## config.mk

```make
export PLATFORM = sky130hd
export DESIGN_NAME = acc_lut_loader
export DESIGN_NICKNAME = d
export VERILOG_FILES = /design/src/rtl/acc_lut_pkg.sv /design/src/rtl/acc_lut_mem.sv /design/src/rtl/acc_lut_loader.sv
export SDC_FILE = /design/constraint.sdc
export NUM_CORES = 1
export LEC_CHECK = 0
export BUFFER_PORTS_ARGS = -buffer_cell sky130_fd_sc_hd__buf_2
export CORE_ASPECT_RATIO = 0.9
export CORE_UTILIZATION = 54
export CTS_BUF_LIST = sky130_fd_sc_hd__clkbuf_8 sky130_fd_sc_hd__clkbuf_16
export DETAILED_ROUTE_END_ITERATION = 12
export PLACE_DENSITY_LB_ADDON = 0.2
export SYNTH_ARGS = -nofsm -noshare
export SYNTH_HDL_FRONTEND = slang
export SYNTH_HIERARCHICAL = 1
export SYNTH_SLANG_ARGS = --single-unit
export TNS_END_PERCENT = 30
```

## constraint.sdc

```tcl
create_clock -name clk -period 18.2 [get_ports clk]
set_clock_uncertainty 0.2 [all_clocks]
set_input_delay 1.82 -clock clk [delete_from_list [all_inputs] [get_ports clk]]
set_output_delay 1.82 -clock clk [all_outputs]
set_load 0.02 [all_outputs]
```

## src/rtl/acc_lut_pkg.sv

```systemverilog
// Shared definitions for the writable accumulator-constant LUT and its loader.
package acc_lut_pkg;

  localparam int unsigned KEY_W = 5;
  localparam int unsigned VAL_W = 8;
  localparam int unsigned ACC_LUT_DEPTH = 2 ** KEY_W;

  typedef enum logic [1:0] {
    IDLE = 2'd0,
    LOAD = 2'd1,
    DONE = 2'd2
  } loader_state_t;

  // Standard constants: keys 0-3 are meaningful, the rest default to zero.
  localparam logic [VAL_W-1:0] ACC_LUT_RESET [ACC_LUT_DEPTH] = '{
    0: 8'hFF,
    1: 8'h3F,
    2: 8'h00,
    3: 8'h01,
    default: 8'h00
  };

  // Reset value for an entry; indices past the standard table read as zero.
  function automatic logic [VAL_W-1:0] acc_lut_reset_val(input int unsigned idx);
    logic [VAL_W-1:0] val;
    val = '0;
    if (idx < ACC_LUT_DEPTH) begin
      val = ACC_LUT_RESET[idx[KEY_W-1:0]];
    end
    return val;
  endfunction

endpackage

```

## src/rtl/acc_lut_mem.sv

```systemverilog
// Register-array LUT storage: one synchronous write port, one combinational
// read port, asynchronously reset to the standard constants.
module acc_lut_mem #(
  parameter int unsigned KEY_W = acc_lut_pkg::KEY_W,
  parameter int unsigned VAL_W = acc_lut_pkg::VAL_W
) (
  input  logic             clk,
  input  logic             reset,
  input  logic             we,
  input  logic [KEY_W-1:0] waddr,
  input  logic [VAL_W-1:0] wdata,
  input  logic [KEY_W-1:0] raddr,
  output logic [VAL_W-1:0] rdata
);
  import acc_lut_pkg::*;

  localparam int unsigned DEPTH = 2 ** KEY_W;

  logic [VAL_W-1:0] mem_q [DEPTH];
  logic [VAL_W-1:0] mem_d [DEPTH];

  // Next-state of the array: at most one entry changes per cycle.
  always_comb begin
    mem_d = mem_q;
    if (we) begin
      mem_d[waddr] = wdata;
    end
  end

  // Storage flops; reset restores the full standard table, not partial loads.
  always_ff @(posedge clk or posedge reset) begin
    if (reset) begin
      for (int unsigned i = 0; i < DEPTH; i++) begin
        mem_q[i] <= VAL_W'(acc_lut_reset_val(i));
      end
    end else begin
      mem_q <= mem_d;
    end
  end

  assign rdata = mem_q[raddr];

endmodule

```

## src/rtl/acc_lut_loader.sv

```systemverilog
// Writable accumulator-constant LUT: byte-stream loader FSM plus gated
// combinational read port for the datapath.
module acc_lut_loader #(
  parameter int unsigned KEY_W = acc_lut_pkg::KEY_W,
  parameter int unsigned VAL_W = acc_lut_pkg::VAL_W
) (
  input  logic             clk,
  input  logic             reset,
  input  logic             load_start,
  input  logic             load_abort,
  input  logic             in_valid,
  input  logic [VAL_W-1:0] in_data,
  output logic             in_ready,
  output logic             busy,
  output logic             done,
  output logic [KEY_W:0]   load_count,
  input  logic             acc_lut_en,
  input  logic [KEY_W-1:0] key,
  output logic [VAL_W-1:0] value
);
  import acc_lut_pkg::*;

  localparam logic [KEY_W-1:0] PTR_LAST = '1;

  loader_state_t    state_q, state_d;
  logic [KEY_W-1:0] ptr_q, ptr_d;
  logic [KEY_W:0]   cnt_q, cnt_d;
  logic             busy_q, busy_d;
  logic             ready_q, ready_d;
  logic             done_q, done_d;

  logic             hs;
  logic             wr_en;
  logic [VAL_W-1:0] rd_val;

  // An abort in the same cycle as a handshake drops the byte.
  assign hs    = in_valid & ready_q;
  assign wr_en = hs & ~load_abort;

  // Loader next-state; busy/in_ready are registered copies of "in LOAD".
  always_comb begin
    state_d = state_q;
    ptr_d   = ptr_q;
    cnt_d   = cnt_q;
    busy_d  = busy_q;
    ready_d = ready_q;
    done_d  = done_q;
    unique case (state_q)
      IDLE, DONE: begin
        if (load_start && !load_abort) begin
          state_d = LOAD;
          ptr_d   = '0;
          cnt_d   = '0;
          done_d  = 1'b0;
          busy_d  = 1'b1;
          ready_d = 1'b1;
        end
      end
      LOAD: begin
        if (load_abort) begin
          state_d = IDLE;
          done_d  = 1'b0;
          busy_d  = 1'b0;
          ready_d = 1'b0;
        end else if (hs) begin
          ptr_d = ptr_q + 1'b1;
          cnt_d = cnt_q + 1'b1;
          if (ptr_q == PTR_LAST) begin
            state_d = DONE;
            done_d  = 1'b1;
            busy_d  = 1'b0;
            ready_d = 1'b0;
          end
        end
      end
      default: begin
        state_d = IDLE;
        busy_d  = 1'b0;
        ready_d = 1'b0;
      end
    endcase
  end

  // Loader state and registered status outputs.
  always_ff @(posedge clk or posedge reset) begin
    if (reset) begin
      state_q <= IDLE;
      ptr_q   <= '0;
      cnt_q   <= '0;
      busy_q  <= 1'b0;
      ready_q <= 1'b0;
      done_q  <= 1'b0;
    end else begin
      state_q <= state_d;
      ptr_q   <= ptr_d;
      cnt_q   <= cnt_d;
      busy_q  <= busy_d;
      ready_q <= ready_d;
      done_q  <= done_d;
    end
  end

  acc_lut_mem #(
    .KEY_W(KEY_W),
    .VAL_W(VAL_W)
  ) u_mem (
    .clk  (clk),
    .reset(reset),
    .we   (wr_en),
    .waddr(ptr_q),
    .wdata(in_data),
    .raddr(key),
    .rdata(rd_val)
  );

  // Read port is blanked while a load is rewriting the table.
  always_comb begin
    value = '0;
    if (acc_lut_en && (state_q != LOAD)) begin
      value = rd_val;
    end
  end

  assign in_ready   = ready_q;
  assign busy       = busy_q;
  assign done       = done_q;
  assign load_count = cnt_q;

endmodule

```

# == After elaboration in Yosys (flattened, before gate mapping) ==
# Index checks and enable logic that the tools add are counted.
# totals
ff_bits,271
word_cells,96
input_bits,19
output_inout_bits,17
# op_classes
n_bitwise,5
eq_ne,9
n_addsub,2
mux,30
n_reduce_logical,10
order_cmp,3
# op_table
op,n
$bwmux 256,1
$bmux 8 s5,1
$demux 8 s5,1
$mux 8,4
$mux 6,3
$mux 5,3
$ge 6x6->1 const B,2
$not 5->6,2
$pmux 6 s2,1
$pmux 5 s2,1
$mux 1,8
$mux 2,4
$reduce_and 4->1,2
$add 6x1->6 const B,1
$lt 6x1->1 const B,1
$ne 2x2->1 const B,3
$ne 3x3->1 const B,2
$add 5x1->5 const B,1
$eq 5x5->1 const B,1
$pmux 1 s2,2
$pmux 2 s2,1
$logic_and 1x1->1,3
$reduce_and 3->1,1
$and 1x1->1,2
8 further kinds,8

# == Longest topological paths before layout ==
# depth
depth_word,6
ltp_mapped,8
mapped_depth_nobuf,6

# == Hierarchy ==
# Netlist, hierarchy kept.
# modules_own_cells
module,area_per_inst_um2,cells_per_inst,instances
acc_lut_mem,11683.7,700,1
acc_lut_loader,1001.0,97,1

# == Worst setup path after synthesis ==
# OpenSTA, ideal clock, no wires.
# synth_timing
kind,input -> output
startpoint,input key[2]
endpoint,output value[0]
stages,7
path_slack_ns,12.522
required_ns,16.180
arrival_ns,3.658
cell_sequence,buf_6 > buf_2 > buf_2 > mux4_2 > mux4_2 > mux2_2 > and3_1
# synth_between
elab_chain_len,5
# synth_lines
item,line_no,text
from (decl),acc_lut_loader.sv:18,"input logic [KEY_W-1:0] key,"
$not 5->6 (not written as such),acc_lut_mem.sv:41,assign rdata = mem_q[raddr];
$bmux 8 s5,acc_lut_mem.sv:41,
$mux 8 (not written as such) (2 in series),acc_lut_mem.sv:41,
net rd_val[0],acc_lut_loader.sv:34,logic [VAL_W-1:0] rd_val;
$mux 8,acc_lut_loader.sv:119,if (acc_lut_en && (state_q != LOAD)) begin
to (decl),acc_lut_loader.sv:19,output logic [VAL_W-1:0] value
# The timed path passes the listed nets, and every way through them passes these cells. The select of a mux whose other input is x is not followed.

# == Worst setup path in the final report ==
# layout_timing
startpoint,input key[2]
endpoint,output value[1]
# Same word-level chain as after synthesis.

==> flow_summary.toml <==
[global_routing]
grt_pass1_wl_mm = 45.5
first_global_vias = 7543
grt_max_degree = 95
grt_antenna_before_repair = 1
grt_use_total_pct = 25.3
overflow = 0

[setup_path]
ff2ff_path_depth = 4
crit_chain = "buf_2, buf_4, mux4_2, mux4_2, mux2_2, and3_1, buf_2"
critPathMaxFanout = 42
slowest_delay_ps = 700
start_kind = "input port"
endpoint_kind = "output port"
reg2reg_from = "in_ready"
r2r-end = "u_mem/mem_q[33]"
cp-startpoint = "key[2]"
criticalPathCategory = "input port to output port"
rrSetupSlack_ps = 15530
arrival_ps = 4770
critical_path_required_ps = 16180
cpMaxStageDelayCell = "buf_4"

[synth]
yosys_warnings = 6
ys_seq_area_share_pct = 53.6
avgSynthCellArea_um2 = 15.9
syn_inst = 797
netlist_area_um2 = 12700
synth-seq-cells = 271
synth_cell_types = 40
synth_nets = 819

[floorplanning]
dieHeight_um = 147
row_count = 52
die_x_um = 164
start_util_pct = 55.7
core-area_um2 = 22800
dieArea_um2 = 24100
io_pins = 36

[clock_tree]
cts_tree = "done"
cts_setup_buffers = 0
postCtsHoldBufs = 0
cts_buffer_depth = 3
clock_latency_ps = 540
path_clk_slew_ps = 60
cts_made_buffers = 28
cts_max_level = 1
cts_sinks = 271
root_buffer = "clkbuf_16"
cts_resized = 0

[placement]
io_buffers = 35
dp.final_hpwl_mm = 18.6
dp_slack_ps = 11360
place_congestion = 0.781

[timing]
fin_crit_sh_pct = 37.3
finalSetupViolCount = 0
worst_pin_slew_ps = 1180
worst_slack_ps = 11410
post-route-min-period_ps = 6790
slew_violations = 0
max_slew_margin_pct = 21.2
fmax_mhz = 147
rsz0062_at_grt = "no"
hold_violations = 0
tns_ps = 0

[layout]
final_cell_mix = "mux2_2, dfrtp_1, mux4_2"
final_common_cell = "mux2_2"
nets = 831
layout-drive-gt1-share_pct = 56.0
syn_to_final_growth_pct = 10.3

[pwr]
power.leakage_nw = 6.66
pwr_density_cell_nw_per_um2 = 119
worst_ir_drop_vdd_v = 0.0000959

[route]
post-route-drc-count = 0
via_per_inst = 6.35
ant_nets = 0
vias = 7171
wl_mm = 28.9
drtPass1Iterations = 4
drt-initial-drc-count = 565
wl_per_cell_um = 25.6

[status]
status = "completed"

[flow_run]
drv_cap = 0

[hold_path]
hold_class = "register to register"
hold_depth = 1
min_from = "u_mem/mem_q[199]"
hold_path_end = "u_mem/mem_q[199]"
synth_stat cells:
cell type | n | area [um^2]
a21oi_1 | 1 | 5.00
o221a_2 | 1 | 11.3
nand3_1 | 6 | 30.0
nor3_1 | 1 | 5.00
buf_2 | 8 | 40.0
mux2i_1 | 7 | 70.1
and3_2 | 1 | 7.51
nand3b_1 | 6 | 45.0
mux4_2 | 80 | 1800
clkbuf_1 | 35 | 131
o31ai_1 | 1 | 7.51
ha_1 | 3 | 37.5
buf_6 | 6 | 67.6
buf_1 | 2 | 7.51
and2b_2 | 1 | 8.76
a21oi_4 | 1 | 16.3
o211ai_1 | 2 | 15.0
nand4b_4 | 1 | 23.8
nand2b_1 | 5 | 31.3
and4b_2 | 1 | 11.3
a22oi_2 | 1 | 12.5
nor2_2 | 4 | 25.0
a211o_1 | 1 | 8.76
nand4_1 | 1 | 6.26
dfstp_2 | 15 | 394
mux2_4 | 2 | 30.0
or3b_4 | 1 | 11.3
nand2_1 | 29 | 109
o311ai_1 | 2 | 17.5
buf_4 | 6 | 45.0
or3b_2 | 1 | 8.76
and3_1 | 10 | 62.6
nand2b_4 | 1 | 13.8
inv_1 | 10 | 37.5
nor2_1 | 14 | 52.6
dfrtp_1 | 256 | 6410
mux2_2 | 264 | 2970
nor3b_1 | 4 | 30.0
and3b_1 | 2 | 17.5
a211oi_2 | 4 | 50.1
worst max path at each step:
stage	to	slack (ps)	cells past startpoint
after floorplan	u_mem/mem_q[0]	9160	1
after global placement	value[6]	11400	7
after detailed placement	value[6]	11360	7
after CTS	value[1]	11360	7
after global routing	value[1]	11260	7
final	value[1]	11410	7
metrics by stage:
step / power [mW] / cells / hold slack (ps) / util [%] / area, um^2
after floorplan: 0.981 / 797 / 274 / - / 12700
after global placement: 1.03 / 1076 / 282 / 57.0 / 13000
after detailed placement: 1.06 / 1076 / 289 / 57.0 / 13000
after CTS: 1.67 / 1128 / 304 / 61.4 / 14000
after global routing: 1.73 / 1128 / 312 / 61.4 / 14000
final: 1.66 / 1129 / 299 / 61.5 / 14000
cell type report:
| cell class | instances | area [um^2] |
|---|---|---|
| Antenna cell | 1 | 2.50 |
| Clock buffer | 35 | 797 |
| Clock inverter | 17 | 214 |
| Fill cell | 1679 | 8780 |
| Inverter | 10 | 45.0 |
| Multi-Input combinational cell | 459 | 5560 |
| Sequential cell | 271 | 6800 |
| Tap cell | 297 | 372 |
| Timing Repair Buffer | 39 | 208 |
routing by layer:
metal  vias to the layer above  part of all wire [%]  GRT usage, %
met3                        49                   5.4          3.45
li1                       3008                     -             -
met2                       213                    47          39.1
met1                      3901                    45          38.0
met4                         0                   2.7          7.04
met5                         -                     0             0
registers in the layout (all words and copies together) (netlist names):
register	cells
done	1
u_mem/mem_q	256
state_q	2
ptr_q	5
load_count	6
in_ready	1
power by group:
part / total [mW] / internal [mW] / switching (mW)
registers: 0.785 / 0.716 / 0.0689
clock network: 0.611 / 0.379 / 0.232
logic: 0.265 / 0.150 / 0.114
total: 1.66 / 1.24 / 0.416
kinds of logic (layout without fill, tap and decap cells):
group | after synthesis | in the layout | synth area share [%]
AO/OA/AOI/OAI | 14 | 14 | 1.13
adder cells (fa/ha/maj) | 3 | 3 | 0.296
multiplexers | 353 | 353 | 38.4
flip-flops | 271 | 271 | 53.6
AND/OR/NAND/NOR | 89 | 89 | 3.94
other | 0 | 1 | 0
buffers and inverters | 67 | 101 | 2.59
critical path: cells and delay by family:
| kind | cells | cell delay (ps) |
|---|---|---|
| buf+inv | 3 | 1390 |
| mux | 3 | 1350 |
| simple gates | 1 | 170 |
Power figures use the tool's default switching activity.
